<file path="src/rtl/adder_result_stage.sv">
// Two-entry in-order skid buffer that registers an adder result along with its carry/zero/negative flags.
// Optional macro ADDER_RESULT_OVF_EN: when it is defined, a signed-overflow flag is captured from the operand sign bits.
module adder_result_stage #(
    parameter int WIDTH = 64
) (
    input  logic             clk,
    input  logic             rst,
    input  logic             in_valid,
    output logic             in_ready,
    input  logic [WIDTH-1:0] sum,
    input  logic             c_out,
    input  logic             a_msb,
    input  logic             b_msb,
    output logic             out_valid,
    input  logic             out_ready,
    output logic [WIDTH-1:0] out_result,
    output logic             out_carry,
    output logic             out_zero,
    output logic             out_neg,
    output logic             out_ovf,
    output logic [15:0]      xfer_count
);

    typedef struct packed {
        logic [WIDTH-1:0] res;
        logic             carry;
        logic             zero;
        logic             neg;
        logic             ovf;
    } entry_t;

    typedef enum logic [1:0] {EMPTY = 2'd0, ONE = 2'd1, TWO = 2'd2} state_t;

    state_t      r_state;
    entry_t      r_head;
    entry_t      r_skid;
    logic [15:0] r_xfer;

    entry_t w_new;
    logic   w_accept;
    logic   w_drain;

    // Flags are derived once at accept time and then travel with the entry.
    always_comb begin
        w_new       = '0;
        w_new.res   = sum;
        w_new.carry = c_out;
        w_new.zero  = (sum == '0);
        w_new.neg   = sum[WIDTH-1];
`ifdef ADDER_RESULT_OVF_EN
        w_new.ovf   = (a_msb == b_msb) && (sum[WIDTH-1] != a_msb);
`else
        w_new.ovf   = 1'b0;
`endif
    end

`ifndef ADDER_RESULT_OVF_EN
    logic w_unused_msb;
    assign w_unused_msb = a_msb ^ b_msb;
`endif

    // in_ready is decoded from registered state only, so out_ready never reaches it.
    assign in_ready  = (r_state != TWO);
    assign out_valid = (r_state != EMPTY);
    assign w_accept  = in_valid && in_ready;
    assign w_drain   = out_valid && out_ready;

    always_ff @(posedge clk) begin
        if (rst) begin
            r_state <= EMPTY;
            r_head  <= '0;
            r_skid  <= '0;
            r_xfer  <= '0;
        end else begin
            if (w_drain)
                r_xfer <= r_xfer + 16'd1;
            case (r_state)
                EMPTY: begin
                    if (w_accept) begin
                        r_head  <= w_new;
                        r_state <= ONE;
                    end
                end
                ONE: begin
                    case ({w_accept, w_drain})
                        2'b10: begin
                            r_skid  <= w_new;
                            r_state <= TWO;
                        end
                        2'b01: r_state <= EMPTY;
                        2'b11: r_head  <= w_new;
                        default: ;
                    endcase
                end
                TWO: begin
                    if (w_drain) begin
                        r_head  <= r_skid;
                        r_state <= ONE;
                    end
                end
                default: r_state <= EMPTY;
            endcase
        end
    end

    assign out_result = r_head.res;
    assign out_carry  = r_head.carry;
    assign out_zero   = r_head.zero;
    assign out_neg    = r_head.neg;
    assign out_ovf    = r_head.ovf;
    assign xfer_count = r_xfer;

endmodule

</file>
<file path="config.mk">
export PLATFORM = sky130hd
export DESIGN_NAME = adder_result_stage
export DESIGN_NICKNAME = d
export VERILOG_FILES = /design/src/rtl/adder_result_stage.sv
export SDC_FILE = /design/constraint.sdc
export NUM_CORES = 1
export LEC_CHECK = 0
export CAP_MARGIN = 20
export CORE_ASPECT_RATIO = 0.75
export CORE_MARGIN = 10
export CORE_UTILIZATION = 49
export CTS_CLUSTER_DIAMETER = 40
export CTS_CLUSTER_SIZE = 10
export DETAILED_ROUTE_END_ITERATION = 10
export GPL_TIMING_DRIVEN = 1
export PLACE_DENSITY = 0.85
export REMOVE_ABC_BUFFERS = 1
export SYNTH_ARGS = -nofsm -noshare
export SYNTH_HDL_FRONTEND = slang
export SYNTH_SLANG_ARGS = --single-unit
export TNS_END_PERCENT = 10
</file>
<file path="constraint.sdc">
create_clock -name clk -period 2.3 [get_ports clk]
set_input_delay 0.69 -clock clk [delete_from_list [all_inputs] [get_ports clk]]
set_output_delay 0.69 -clock clk [all_outputs]
set_load 0.01 [all_outputs]
</file>
[Word-level counts from Yosys, hierarchy flattened]
Index checks and enable logic that the tools add are counted.
Widths: inputs -> output; s select.
Storage, ports and cells
  register bits after elaboration: 153
  input port bits: 71
  output and inout port bits: 86
  word-level logic and storage cells: 39
Operators by class
  $add $sub $neg: 1
  equal/unequal tests: 10
  muxes and demuxes: 8
  reductions and logical operators: 9
Operator list (count)
  $mux 68: 3
  $pmux 68 s3: 1
  $logic_not 64->1: 1
  $add 16x1->16 const B: 1
  $eq 2x2->1 const B: 3
  $ne 2x2->1 const B: 3
  $pmux 2 s3: 1
  $eq 2x1->1 const B: 2
  $mux 2: 2
  $pmux 2 s2: 1
  $reduce_and 4->1: 1
  $ne 3x2->1 const B: 1
  $reduce_and 3->1: 1
  $reduce_bool 3->1: 1
  $logic_and 1x1->1: 2
  $logic_not 2->1: 1
  $ne 2x1->1 const B: 1
  $reduce_and 2->1: 1
  $reduce_bool 2->1: 1

[Logic depth before layout (Yosys ltp)]
Gate-level depths: netlist (run 1).
  word-level depth: 5
  depth in mapped cells: 8
  depth with buffers taken out: 5

[Worst setup path after synthesis (run 1)]
Ideal clock, no wire load.
  path kind: input -> register
  from: input port out_ready
  to: register r_xfer[15], in the netlist xfer_count[15]
  setup time: 0.070 ns
  arrival time: 2.002 ns
  data required time: 2.230 ns
  slack: 0.227 ns
  stages: 5
  buffers on the path: 1
  cell sequence: buf_2 -> o211ai_4 -> or4_4 -> or3_1 -> a21oi_1
Between the ends
  longest elaborated chain between the ends: 1
Ends and longest elaborated chain
  from (decl): RTL line 15  | input logic out_ready,
  $logic_and 1x1->1: RTL line 66  | assign w_drain = out_valid && out_ready;
  to (signal assigned): RTL line 76  | r_xfer <= r_xfer + 16'd1;
  to (decl): RTL line 37  | logic [15:0] r_xfer;
No other way between the ends.
A chain may end at the register's enable or synchronous reset.

[Worst setup path after layout (run 1)]
  from: register r_xfer[7], in the netlist xfer_count[7]
  to: output port xfer_count[7]
RTL lines
  to (decl): RTL line 21  | output logic [15:0] xfer_count
No word-level cell between the ends.

==> out/metrics.cfg, run 1 <==
[synth]
yosysTopAreaCellShare = 0.488
synth.distinct_cells = 37
ys_ff_latch = 150
yosysMostFrequentCell = dfxtp_1
synth_edf_count = 0
syn_area_um2 = 6160
yosysTopAreaCell = dfxtp_1
ys_top_cells_by_count = 150 x dfxtp_1, 138 x nand2_1, 81 x nor2_1
yosysWarningCount = 0
synth_area_leaders = dfxtp_1 49%, mux2i_1 11%, nand2_1 8.4%
synthCells = 706
async_flop_share = 0
synthFlopType = dfxtp_1
postSynthAreaPerCell_um2 = 8.72
seq_area_frac_synth = 0.488

[hold_path]
hp-class = reg2reg
hold_start = r_skid[23]

[setup_path]
startpoint = xfer_count[7]
critPathBufInv = 1
worst_setup_path_start_kind = flop
arrival_ps = 1480
crit_family = buffers and inverters
max_stage_delay_ps = 600
crit_slowest_cell = clkdlybuf4s50_1
timing.rr.start = xfer_count[3]
crit_chain = clkdlybuf4s50_1
end_kind = output pin
crit_type = reg2out
required_ps = 1610
cp_max_fo = 6

[grt]
grt_util_all_layers = 0.194
antenna_found_initial = 2
grt_pass1_wl_mm = 27.4
grt_pass1_vias = 5547
grt_overflow = 0
grt_max_degree = 151

[final_layout]
fin_util = 0.722
antennaDiodeCount = 0
syn_to_final_growth_pct = 44.2
design_area_um2 = 8880
fin_nets = 950
drive_above_1_share = 0.116
finalNonFillerCells = 1057

[routing]
dr.pass1.iters = 4
wire_per_inst_um = 16.2
ant_nets = 0
num_vias = 5540
drtIter0Drc = 296
met2_length_mm = 8.13
top_layer = met5
drcViolationCount = 0
drt-total-wl_mm = 17.1
vias_per_cell = 5.24
wl_met3_mm = 1.37
drt-met1-wl_mm = 7.48

[clocking]
cts.sinks = 150
cts-root-buf = clkbuf_16
insertion_delay_ps = 420
cts_buffers = 17
h-tree-depth = 4
cts_tree = yes
cts_buffer_depth = 2
path_clk_slew_ps = 60

[sta]
finalHoldViolations = 0
min_period_ps = 2170
rsz0062_at_grt = false
finalMaxSlewViolations = 0
fmax_ghz = 0.461
finalClockSkew_ps = 14.7
finalSetupViolations = 0
worst_pin_slew_ps = 679
slew_headroom = 0.547
finalCritPeriodShare = 0.942

[pwr]
power.density_nw_per_um2 = 756
p_leak_nw = 3.64
power_mw = 6.71
ir_worst_vdd_mv = 0.517

[floorplan]
start_util = 0.501
fp.dieW_um = 149
row_count = 35
dieArea_um2 = 17500
ios = 157
fp.dieH_um = 117
core_region_area_um2 = 12300

[place]
dp_hpwl_mm = 11.8
gp_congestion = 0.808
dp_cells = 1025
numPortBuffers = 153
placed_area_um2 = 8260

[outcome]
outcome = complete, no violations

[flow_run]
cap_violations = 0

-- worst register-to-register path: stages (launching register included) --
cell and delay [ps]:
dfxtp_1 470, nand4_4 180, or4_4 580, or3_1 370, a21oi_1 150
-- final timing paths --
check / end / slack [ps] / cells after the start
hold / removal: r_skid[23] / 450 / 2
hold reg to reg: r_skid[23] / 450 / 2
setup / recovery: xfer_count[7] / 130 / 1
setup reg to reg: xfer_count[15] / 480 / 4
-- registers in the layout, summed over array words and instances, names as in the netlist --
signal      count
out_carry       1
out_zero        1
r_skid         66
r_state         2
out_result     64
xfer_count     16
-- area by class of cell --
class | instances | area [µm²]
fillers | 933 | 3420
flip-flops and latches | 150 | 3010
multi-input cells | 495 | 2900
repair buffers | 210 | 2130
clock buffers | 20 | 457
well taps | 166 | 208
clock inverters | 12 | 166
inverters | 4 | 15.0
-- report_power, final --
part | total, mW | internal, mW | switching [mW]
combinational | 0.969 | 0.526 | 0.443
sequential | 2.82 | 2.74 | 0.0779
clock | 2.93 | 1.79 | 1.14
total | 6.71 | 5.06 | 1.66
-- stage by stage --
| step | hold slack [ps] | TNS [ps] | setup slack [ps] |
|---|---|---|---|
| final | 453 | 0 | 132 |
| after global routing | 469 | 0 | 78.5 |
| after CTS | 454 | 0 | 118 |
| after detailed placement | 446 | -22240 | -223 |
| after global placement | 441 | -17960 | -174 |
| after floorplan | 430 | -114110 | -1740 |
-- placed cells by master (no fill, tap or decap), drive strengths merged, types with 2 or more instances in the layout --
master	count
or3	6
nand4	6
a21oi	70
nor2	81
nor4	18
o21ai	5
a211oi	66
buf	58
xnor2	9
nand2b	2
nand2	138
clkdlybuf4s50	150
dlygate4sd2	2
inv	9
nand3	5
nor3	5
mux2i	68
xor2	2
dfxtp	150
clkbuf	20
clkinv	3
bufinv	3
-- cells by family (layout without fill, tap and decap cells) --
family | count (synthesis) | count (layout) | share of synthesized area
other | 1 | 1 | 0.000609
DFF | 150 | 150 | 0.488
xor gates and xnor gates | 11 | 11 | 0.0156
adders and majority gates | 1 | 1 | 0.00203
buffers and inverters | 61 | 246 | 0.0443
AOI/OAI and AO/OA | 146 | 146 | 0.151
muxes | 68 | 68 | 0.111
and+or+nand+nor | 268 | 268 | 0.189
-- metal layers --
metal  up-vias  track usage
met4         2       0.0528
met3        14       0.0711
met1      2584        0.230
li1       2813            -
met5         -            0
met2       127        0.325
-- timing repair --
item	4_1_cts	5_1_grt
gates resized for setup	4	0
setup buffers	0	0
hold buffers	0	0
setup endpoints to repair	2	0
(Power assumes the default switching activity.)
==> run 2: changes to the inputs <==
--- a/config.mk
+++ b/config.mk
@@ -15,6 +15,7 @@
 export GPL_TIMING_DRIVEN = 1
 export PLACE_DENSITY = 0.85
 export REMOVE_ABC_BUFFERS = 1
+export SETUP_SLACK_MARGIN = 0.1
 export SYNTH_ARGS = -nofsm -noshare
 export SYNTH_HDL_FRONTEND = slang
 export SYNTH_SLANG_ARGS = --single-unit
==> out/metrics.cfg, run 2 (synthesized netlist as in run 1, its figures left out) <==
[setup_path]
max_stage_delay_ps = 600  ; about the same
cp.depth = 1  ; unchanged
critPathBufInv = 1  ; unchanged
crit_slowest_cell = clkdlybuf4s50_1
crit_chain = clkdlybuf4s50_1
crit_family = buffers and inverters
reg2reg_depth = 4  ; unchanged
cp_max_fo = 7  ; +1
required_ps = 1610  ; about the same
arrival_ps = 1480  ; about the same
crit_type = reg2out
worst_setup_path_start_kind = flop
end_kind = output pin

[final_layout]
fin_nets = 950  ; unchanged
largest_register_ff_count = 66  ; unchanged
antennaDiodeCount = 0  ; unchanged
multi_input_area_um2 = 2900  ; unchanged
layout_commonest_cell = clkdlybuf4s50_1
syn_to_final_growth_pct = 44.2  ; about the same
drive_above_1_share = 0.117  ; +0.00112
final_cell_mix = 150 x clkdlybuf4s50_1, 147 x dfxtp_1, 137 x nand2_1
top_register = r_skid
finalNonFillerCells = 1057  ; unchanged
seqCellArea_um2 = 3010  ; about the same
fillers = 933  ; unchanged
design_area_um2 = 8880  ; about the same

[routing]
vias_per_cell = 5.24  ; about the same
ant_nets = 0  ; unchanged
num_vias = 5543  ; +0.054%
wire_per_inst_um = 16.2  ; unchanged
drt-total-wl_mm = 17.1  ; unchanged
drcViolationCount = 0  ; unchanged
drtIter0Drc = 299  ; +1.0%
dr.pass1.iters = 4  ; unchanged

[sta]
setup_tns_ps = 0  ; unchanged
min_period_ps = 2170  ; -2.53 ps
finalSetupViolations = 0  ; unchanged
finalCritPeriodShare = 0.941  ; -0.00110
finalClockSkew_ps = 14.9  ; +0.140 ps
rsz0062_at_grt = true
finalHoldViolations = 0  ; unchanged
layout_setup_ws_ps = 135  ; +2.52 ps
fmax_ghz = 0.462  ; +0.12%
worst_pin_slew_ps = 679  ; -0.222 ps
finalMaxSlewViolations = 0  ; unchanged
slew_headroom = 0.548  ; about the same

[floorplan]
dieArea_um2 = 17500  ; unchanged
fp.dieH_um = 117  ; unchanged
row_count = 35  ; unchanged
fp.dieW_um = 149  ; unchanged
core_region_area_um2 = 12300  ; unchanged
start_util = 0.501  ; unchanged
ios = 157  ; unchanged

[clocking]
cts-root-buf = clkbuf_16
insertion_delay_ps = 420  ; about the same
cts.sinks = 150  ; unchanged
cts_tree = yes
cts_setup_buffers = 0  ; unchanged
cts_buffers = 17  ; unchanged
holdBufCountCts = 0  ; unchanged
cts_buffer_depth = 2  ; unchanged
path_clk_slew_ps = 60  ; about the same
h-tree-depth = 4  ; unchanged

[grt]
antenna_found_initial = 2  ; unchanged
grt_pass1_wl_mm = 27.4  ; unchanged
grt_overflow = 0  ; unchanged
grt_util_all_layers = 0.194  ; unchanged
grt_pass1_vias = 5547  ; unchanged
grt_max_degree = 151  ; unchanged

[hold_path]
hold_depth = 2  ; unchanged
hp-class = reg2reg

[place]
gp_congestion = 0.808  ; unchanged
dp_cells = 1025  ; unchanged
dp_hpwl_mm = 11.8  ; unchanged
numPortBuffers = 153  ; unchanged
place_ws_ps = -223  ; unchanged
placed_area_um2 = 8260  ; unchanged

[pwr]
power.density_nw_per_um2 = 755  ; about the same
power_mw = 6.71  ; about the same
p_int_mw = 5.06  ; about the same
p_leak_nw = 3.64  ; about the same
swShare = 0.247  ; -0.000264
power_switching_mw = 1.66  ; -0.14%
power_frac_comb = 0.144  ; about the same
pwr-share-clk = 0.436  ; about the same
ir_worst_vdd_mv = 0.517  ; about the same
seqPwrFrac = 0.420  ; about the same

[flow_run]
cap_violations = 0  ; unchanged

[outcome]
outcome = complete, no violations

[run 2: cell counts in the layout (fill, tap and decap cells not counted)]
Identical to the previous run, type by type.
[run 2: final timing paths]
path / from / end / slack, ps
max: xfer_count[3] / xfer_count[3] / 130
min: r_skid[23] / r_skid[23] / 450
max reg2reg: xfer_count[3] / xfer_count[15] / 480
min reg2reg: r_skid[23] / r_skid[23] / 450
[run 2: through the flow]
stage,hold WS (ps),util
3_5_place_dp,446,0.671
4_1_cts,454,0.722
6_report,453,0.722
5_1_grt,469,0.722
3_3_place_gp,441,0.671
2_1_floorplan,430,-
[run 2: layout make-up]
class                   instances  area share
repair buffers                210       0.240
clock inverters                12      0.0187
multi-input cells             495       0.327
clock buffers                  20      0.0514
flip-flops and latches        150       0.338
well taps                     166      0.0234
inverters                       4     0.00169
[run 2: power by group through the flow]
stage,Sequential [mW],Combinational [mW],Clock [mW]
floorplan,2.92,0.316,0
global placement,2.87,0.953,0
detailed placement,2.87,0.971,0
CTS,2.82,0.979,2.96
global route,2.83,1.05,3.06
finish,2.82,0.969,2.92
[run 2: metal layers]
| layer | share of wire | track usage | vias up |
|---|---|---|---|
| met1 | 0.44 | 0.230 | 2585 |
| met2 | 0.47 | 0.325 | 129 |
| met5 | 0.00076 | 0 | - |
| li1 | - | - | 2813 |
| met4 | 0.0075 | 0.0528 | 2 |
| met3 | 0.080 | 0.0711 | 14 |
[run 2: repair_timing]
action	CTS	global route
resized for setup	4	1
setup endpoints to repair	2	9
hold endpoints to repair	0	0
